[config.mk]
export PLATFORM = sky130hd
export DESIGN_NAME = mmio_fifo_ctrl
export DESIGN_NICKNAME = d
export VERILOG_FILES = /design/src/rtl/mmio_fifo_ctrl.sv
export SDC_FILE = /design/constraint.sdc
export NUM_CORES = 1
export LEC_CHECK = 0
export ABC_CLOCK_PERIOD_IN_PS = 7400
export BUFFER_PORTS_ARGS = -buffer_cell sky130_fd_sc_hd__buf_4
export CAP_MARGIN = 15
export CORE_AREA = 2 2 116 118
export DETAILED_ROUTE_END_ITERATION = 12
export DIE_AREA = 0 0 118 120
export GPL_TIMING_DRIVEN = 0
export PLACE_DENSITY = 0.66
export RECOVER_POWER = 50
export SYNTH_ARGS = -nofsm -noshare
export SYNTH_HDL_FRONTEND = slang
export SYNTH_SLANG_ARGS = --single-unit
[constraint.sdc]
create_clock -name clk -period 7.4 [get_ports clk]
set_clock_uncertainty 0.15 [all_clocks]
set_input_delay 1.48 -clock clk [delete_from_list [all_inputs] [get_ports clk]]
set_output_delay 1.48 -clock clk [all_outputs]
set_load 0.02 [all_outputs]
[src/rtl/mmio_fifo_ctrl.sv]
// MMIO front end for an external show-ahead FIFO: push/pop data port, status,
// control and interrupt threshold registers, with single-cycle read responses.
module mmio_fifo_ctrl #(
  parameter int          DEPTH = 8,
  parameter int          BITS  = 64,
  parameter logic [15:0] BASE  = 16'h0020
) (
  input  logic            clk,
  input  logic            rst,
  input  logic            mmio_wr_valid,
  input  logic            mmio_rd_valid,
  input  logic [15:0]     mmio_addr,
  input  logic [8:0]      mmio_tid,
  input  logic [BITS-1:0] mmio_wdata,
  output logic            rsp_valid,
  output logic [8:0]      rsp_tid,
  output logic [BITS-1:0] rsp_data,
  output logic            fifo_push,
  output logic [BITS-1:0] fifo_din,
  output logic            fifo_pop,
  input  logic [BITS-1:0] fifo_dout,
  output logic            fifo_flush,
  output logic            irq_level
);

  localparam int             CW       = $clog2(DEPTH + 1);
  localparam logic [CW-1:0]  FULL_CNT = CW'(DEPTH);
  localparam logic [1:0]     REG_DATA = 2'd0;
  localparam logic [1:0]     REG_STAT = 2'd1;
  localparam logic [1:0]     REG_CTRL = 2'd2;
  localparam logic [1:0]     REG_THR  = 2'd3;

  logic [CW-1:0]   count;
  logic [CW-1:0]   thresh;
  logic            enable;
  logic            ovf;
  logic            unf;
  logic            flush_q;

  logic [15:0]     offset;
  logic            hit;
  logic [1:0]      reg_sel;
  logic            push_req, pop_req, ctrl_wr, thr_wr;
  logic            is_empty, is_full;
  logic            pop_ok, push_ok, ovf_set, unf_set;
  logic            sticky_clr, flush_req;
  logic [BITS-1:0] rd_word;

  // Subtraction wraps for addresses below BASE, so a single range check suffices.
  assign offset  = mmio_addr - BASE;
  assign hit     = (offset < 16'd8) && !offset[0];
  assign reg_sel = offset[2:1];

  assign push_req = mmio_wr_valid && hit && (reg_sel == REG_DATA);
  assign pop_req  = mmio_rd_valid && hit && (reg_sel == REG_DATA);
  assign ctrl_wr  = mmio_wr_valid && hit && (reg_sel == REG_CTRL);
  assign thr_wr   = mmio_wr_valid && hit && (reg_sel == REG_THR);

  assign is_empty = (count == '0);
  assign is_full  = (count == FULL_CNT);

  // Storage is being cleared while flush_q is high, so data traffic is held off.
  assign pop_ok  = pop_req && !flush_q && !is_empty;
  assign push_ok = push_req && !flush_q && enable && (!is_full || pop_ok);
  assign ovf_set = push_req && !flush_q && enable && is_full && !pop_ok;
  assign unf_set = pop_req && !flush_q && is_empty;

  assign sticky_clr = ctrl_wr && mmio_wdata[0];
  assign flush_req  = ctrl_wr && mmio_wdata[1];

  assign fifo_push  = push_ok;
  assign fifo_din   = mmio_wdata;
  assign fifo_pop   = pop_ok;
  assign fifo_flush = flush_q;
  assign irq_level  = !is_empty && (count >= thresh);

  // Reads see register state from before this cycle's updates.
  always_comb begin
    rd_word = '0;
    case (reg_sel)
      REG_DATA: if (pop_ok) rd_word = fifo_dout;
      REG_STAT: begin
        rd_word[15:0] = 16'(count);
        rd_word[16]   = is_empty;
        rd_word[17]   = is_full;
        rd_word[18]   = ovf;
        rd_word[19]   = unf;
      end
      REG_CTRL: rd_word[2] = enable;
      REG_THR:  rd_word[CW-1:0] = thresh;
      default:  rd_word = '0;
    endcase
  end

  always_ff @(posedge clk or posedge rst) begin
    if (rst) begin
      count   <= '0;
      thresh  <= '0;
      enable  <= 1'b0;
      ovf     <= 1'b0;
      unf     <= 1'b0;
      flush_q <= 1'b0;
    end else begin
      if (flush_req)
        count <= '0;
      else if (push_ok && !pop_ok)
        count <= count + CW'(1);
      else if (pop_ok && !push_ok)
        count <= count - CW'(1);

      // A fresh error in the same cycle as a clear keeps the flag set.
      ovf     <= (ovf && !sticky_clr) || ovf_set;
      unf     <= (unf && !sticky_clr) || unf_set;
      flush_q <= flush_req;
      if (ctrl_wr) enable <= mmio_wdata[2];
      if (thr_wr)  thresh <= mmio_wdata[CW-1:0];
    end
  end

  always_ff @(posedge clk or posedge rst) begin
    if (rst) begin
      rsp_valid <= 1'b0;
      rsp_tid   <= '0;
      rsp_data  <= '0;
    end else begin
      rsp_valid <= mmio_rd_valid && hit;
      if (mmio_rd_valid && hit) begin
        rsp_tid  <= mmio_tid;
        rsp_data <= rd_word;
      end
    end
  end

endmodule
==> impl_summary.log <==
[metrics] 1st-pass router iterations: 4
[metrics] slack of the worst reg-to-reg path: approximately 4.3 ns
[metrics] number of global-route vias before repair: 3786
[metrics] maximum VDD drop: around 0.09 mV
[metrics] pin slew with the least headroom to its limit: approximately 2.7 ns
[metrics] vias per std cell: approximately 4.6
[metrics] share of the synthesized area in the top cell type: 0.5222
[metrics] die height: around 120 um
[metrics] commonest cells in the synthesized netlist: 86 x sky130_fd_sc_hd__dfrtp_1, 65 x sky130_fd_sc_hd__buf_4, 58 x sky130_fd_sc_hd__a22o_1
[metrics] # setup viols final: 0
[metrics] sequential area share after synthesis: 0.5222
[metrics] max-slew violation count: slightly below 90
[metrics] Max Buffers Root-to-Sink: 2
[metrics] cell count after synthesis: approximately 380
[metrics] status: complete, but fails checks
[metrics] Most used DFF post-synth: sky130_fd_sc_hd__dfrtp_1
[metrics] placed wire-length estimate after detailed placement: 9.343 mm
[metrics] Die Outline Area: around 14000 um2
[metrics] Crit. End Element: output pin
[metrics] worst skew pair latency: about 0.34 ns
[metrics] total power per unit cell area: 166.9 nW/um2
[metrics] DRC violation total after the first TritonRoute iteration: approximately 210
[metrics] post-route ant nets: 0
[metrics] final RePlAce weighted congestion: 0.8184
[metrics] Die X: around 120 um
[metrics] count of cells resized by post-cts repair: 0
[metrics] Starting Density: 0.3175
[metrics] leftover overflow at the end of global routing: 0
[metrics] netlist area before placement: 4121 um2
[metrics] Cell Area, Placed: 6151 um2
[metrics] average size of a mapped cell: approximately 11 um2
[metrics] CTS clock-pin slew for the worst setup and hold paths: 0.06 ns
[metrics] Port Buffers: around 240
[metrics] post-route fraction of the period consumed by the critical path: 0.7253
[metrics] depth of the worst hold-timing path: 2
[metrics] global-route wire length before repair: ~19 mm
[metrics] maximum number of pins on one net before global-route repair: 52
[metrics] critical path class: in2out
[metrics] CTS sink cnt: 86
[metrics] Top Ports: around 300
[metrics] relative max-transition margin: -0.8094
[metrics] number of cell instances on the worst register-to-register path: 10
[metrics] Antenna diodes: 0
[metrics] CTS tree: done
[metrics] detail-routed net length per standard cell: between 10 and 15 um
[metrics] WHS Endpoint: rsp_data[3]
[metrics] number of synthesized register bits: between 80 and 90
[metrics] number of nets in the final layout: around 790
[metrics] launch instance of the worst min-delay path: rsp_data[3]
[metrics] postcts setup bufs: 0
[metrics] setup repair after global routing missed its margin: no
[metrics] highest achievable clock rate: 0.1863 GHz
[metrics] MaxCap Viol Count: 2
[metrics] final critical delay including setup and external delays: about 5.4 ns
[metrics] fraction of final layout cells with drive strength greater than 1: 0.4236
[metrics] Global Route Usage Sum: 0.1685
[metrics] count of flip-flops with a built-in enable after synthesis: 0
[metrics] total via count in the routed design: approximately 3.7k
[metrics] Critical R2R Launch: count[3]
[metrics] final core utilization: 0.4722
[metrics] area inside the core boundary: 12980 um2
[metrics] root buffer cell: sky130_fd_sc_hd__clkbuf_16
[metrics] total wirelength of the detailed-routed design: around 12 mm
[metrics] ranking of synthesized cells by area: sky130_fd_sc_hd__dfrtp_1 52%, sky130_fd_sc_hd__a22o_1 12%, sky130_fd_sc_hd__buf_4 12%
[metrics] post-synth top area cell: sky130_fd_sc_hd__dfrtp_1
[metrics] required time of the critical path: roughly 5.8 ns
[metrics] setup tns final: 0 ns
[metrics] Worst setup SP type: input port
[metrics] library cell with the highest instance count after synthesis: sky130_fd_sc_hd__dfrtp_1
[metrics] Yosys warnings: 0
[metrics] leak pwr: around 3.2 nW
[metrics] DRC violation count after routing: 0
[metrics] crit path max fanout: 10
[metrics] H-tree lvl count: 3
[metrics] worst min-delay path category: reg2reg
[metrics] Cell Rows: 42
[metrics] number of buffers added by the clock tree synthesis step: 9
[metrics] endpoint of the worst-slack reg-to-reg timing path: count[3]
[metrics] share of synthesized flip-flops with an asynchronous set or reset: 1.000
[metrics] post-synth net total: 540
[metrics] cts-stage hold buffer count: 0
[metrics] Final Hold Viols: 0
[metrics] distinct cell type count after synthesis: 37
[metrics] endpoint arrival time on the critical path: 3.74 ns
[metrics] failing checks: capacitance limit, slew limit
[metrics] Area Overhead vs Synth: 48.72%
[metrics] initial antenna violation count: 0
[metrics] final design area excluding fillers: 6130 um2
sequential cells by signal, indices dropped and copies added (netlist names):
name	count
rsp_data	64
rsp_tid	9
count	4
thresh	4
enable	1
fifo_flush	1
ovf	1
rsp_valid	1
unf	1
stage by stage:
stage                     setup WS [ns]  cells  hold WS [ns]  total power [mW]
after floorplan                   2.442    375        0.3070            0.5442
after global placement            1.992    788        0.3154            0.6152
after global routing              1.694    804        0.3595             1.068
after detailed placement          1.965    789        0.3180            0.6185
after CTS                         1.958    804        0.3429             1.040
final                             2.033    804        0.3301             1.023
cell families after synthesis:
group / after synthesis / synth area share
AOI/OAI and AO/OA: 90 / 0.1730
buffers and inverters: 98 / 0.1524
DFF: 86 / 0.5222
xor gates and xnor gates: 3 / 0.006376
muxes: 11 / 0.02793
and+or+nand+nor: 79 / 0.09199
adders and majority gates: 8 / 0.02611
final cells by class:
class	count	area (um2)
Buffer	84	575.6
Clock buffer	9	225.2
Clock inverter	6	45.04
Fill cell	1283	6850
Inverter	14	53.80
Multi-Input combinational cell	191	1341
Sequential cell	86	2152
Tap cell	176	220.2
Timing Repair Buffer	238	1516
layout by cell type, fill, tap and decap left out, drive strengths merged, types with 4 or more instances in the layout:
cell type,n
buf,243
clkbuf,88
dfrtp,86
a22o,58
nand2,47
inv,15
o21ai,11
nor2,10
a21oi,7
mux2i,7
ha,7
or3,4
a21o,4
mux2,4
clkinvlp,4
power by group:
group / total [mW] / switching [mW] / internal [mW]
sequential: 0.470 / 0.0000652 / 0.470
clock: 0.417 / 0.189 / 0.227
combinational: 0.136 / 0.0578 / 0.0783
total: 1.02 / 0.247 / 0.776
per-layer routing:
| metal | track usage | share of wire | up-vias |
|---|---|---|---|
| met4 | 0.05045 | 0.011 | 0 |
| met5 | 0 | 0 | - |
| met3 | 0.04705 | 0.076 | 13 |
| met1 | 0.2021 | 0.41 | 1776 |
| li1 | - | - | 1752 |
| met2 | 0.2947 | 0.50 | 191 |
worst max-delay path: stages:
cell	delay [ns]
sky130_fd_sc_hd__buf_4	0.08
sky130_fd_sc_hd__inv_1	0.03
sky130_fd_sc_hd__ha_1	0.26
sky130_fd_sc_hd__nor4b_1	0.32
sky130_fd_sc_hd__nand4_1	0.38
sky130_fd_sc_hd__or2_1	0.37
sky130_fd_sc_hd__buf_2	0.21
sky130_fd_sc_hd__clkbuf_1	0.25
sky130_fd_sc_hd__a21oi_1	0.19
sky130_fd_sc_hd__buf_4	0.16
worst max-delay path by stage:
| stage | start | to | slack (ns) | cells past startpoint |
|---|---|---|---|---|
| final | mmio_addr[5] | fifo_push | 2.03 | 10 |
| after global routing | mmio_addr[5] | fifo_push | 1.69 | 10 |
| after CTS | mmio_addr[5] | fifo_push | 1.96 | 10 |
| after detailed placement | mmio_addr[5] | fifo_push | 1.96 | 10 |
| after global placement | mmio_addr[5] | fifo_push | 1.99 | 10 |
| after floorplan | mmio_addr[5] | fifo_push | 2.44 | 8 |
Power figures use the tool's default switching activity.
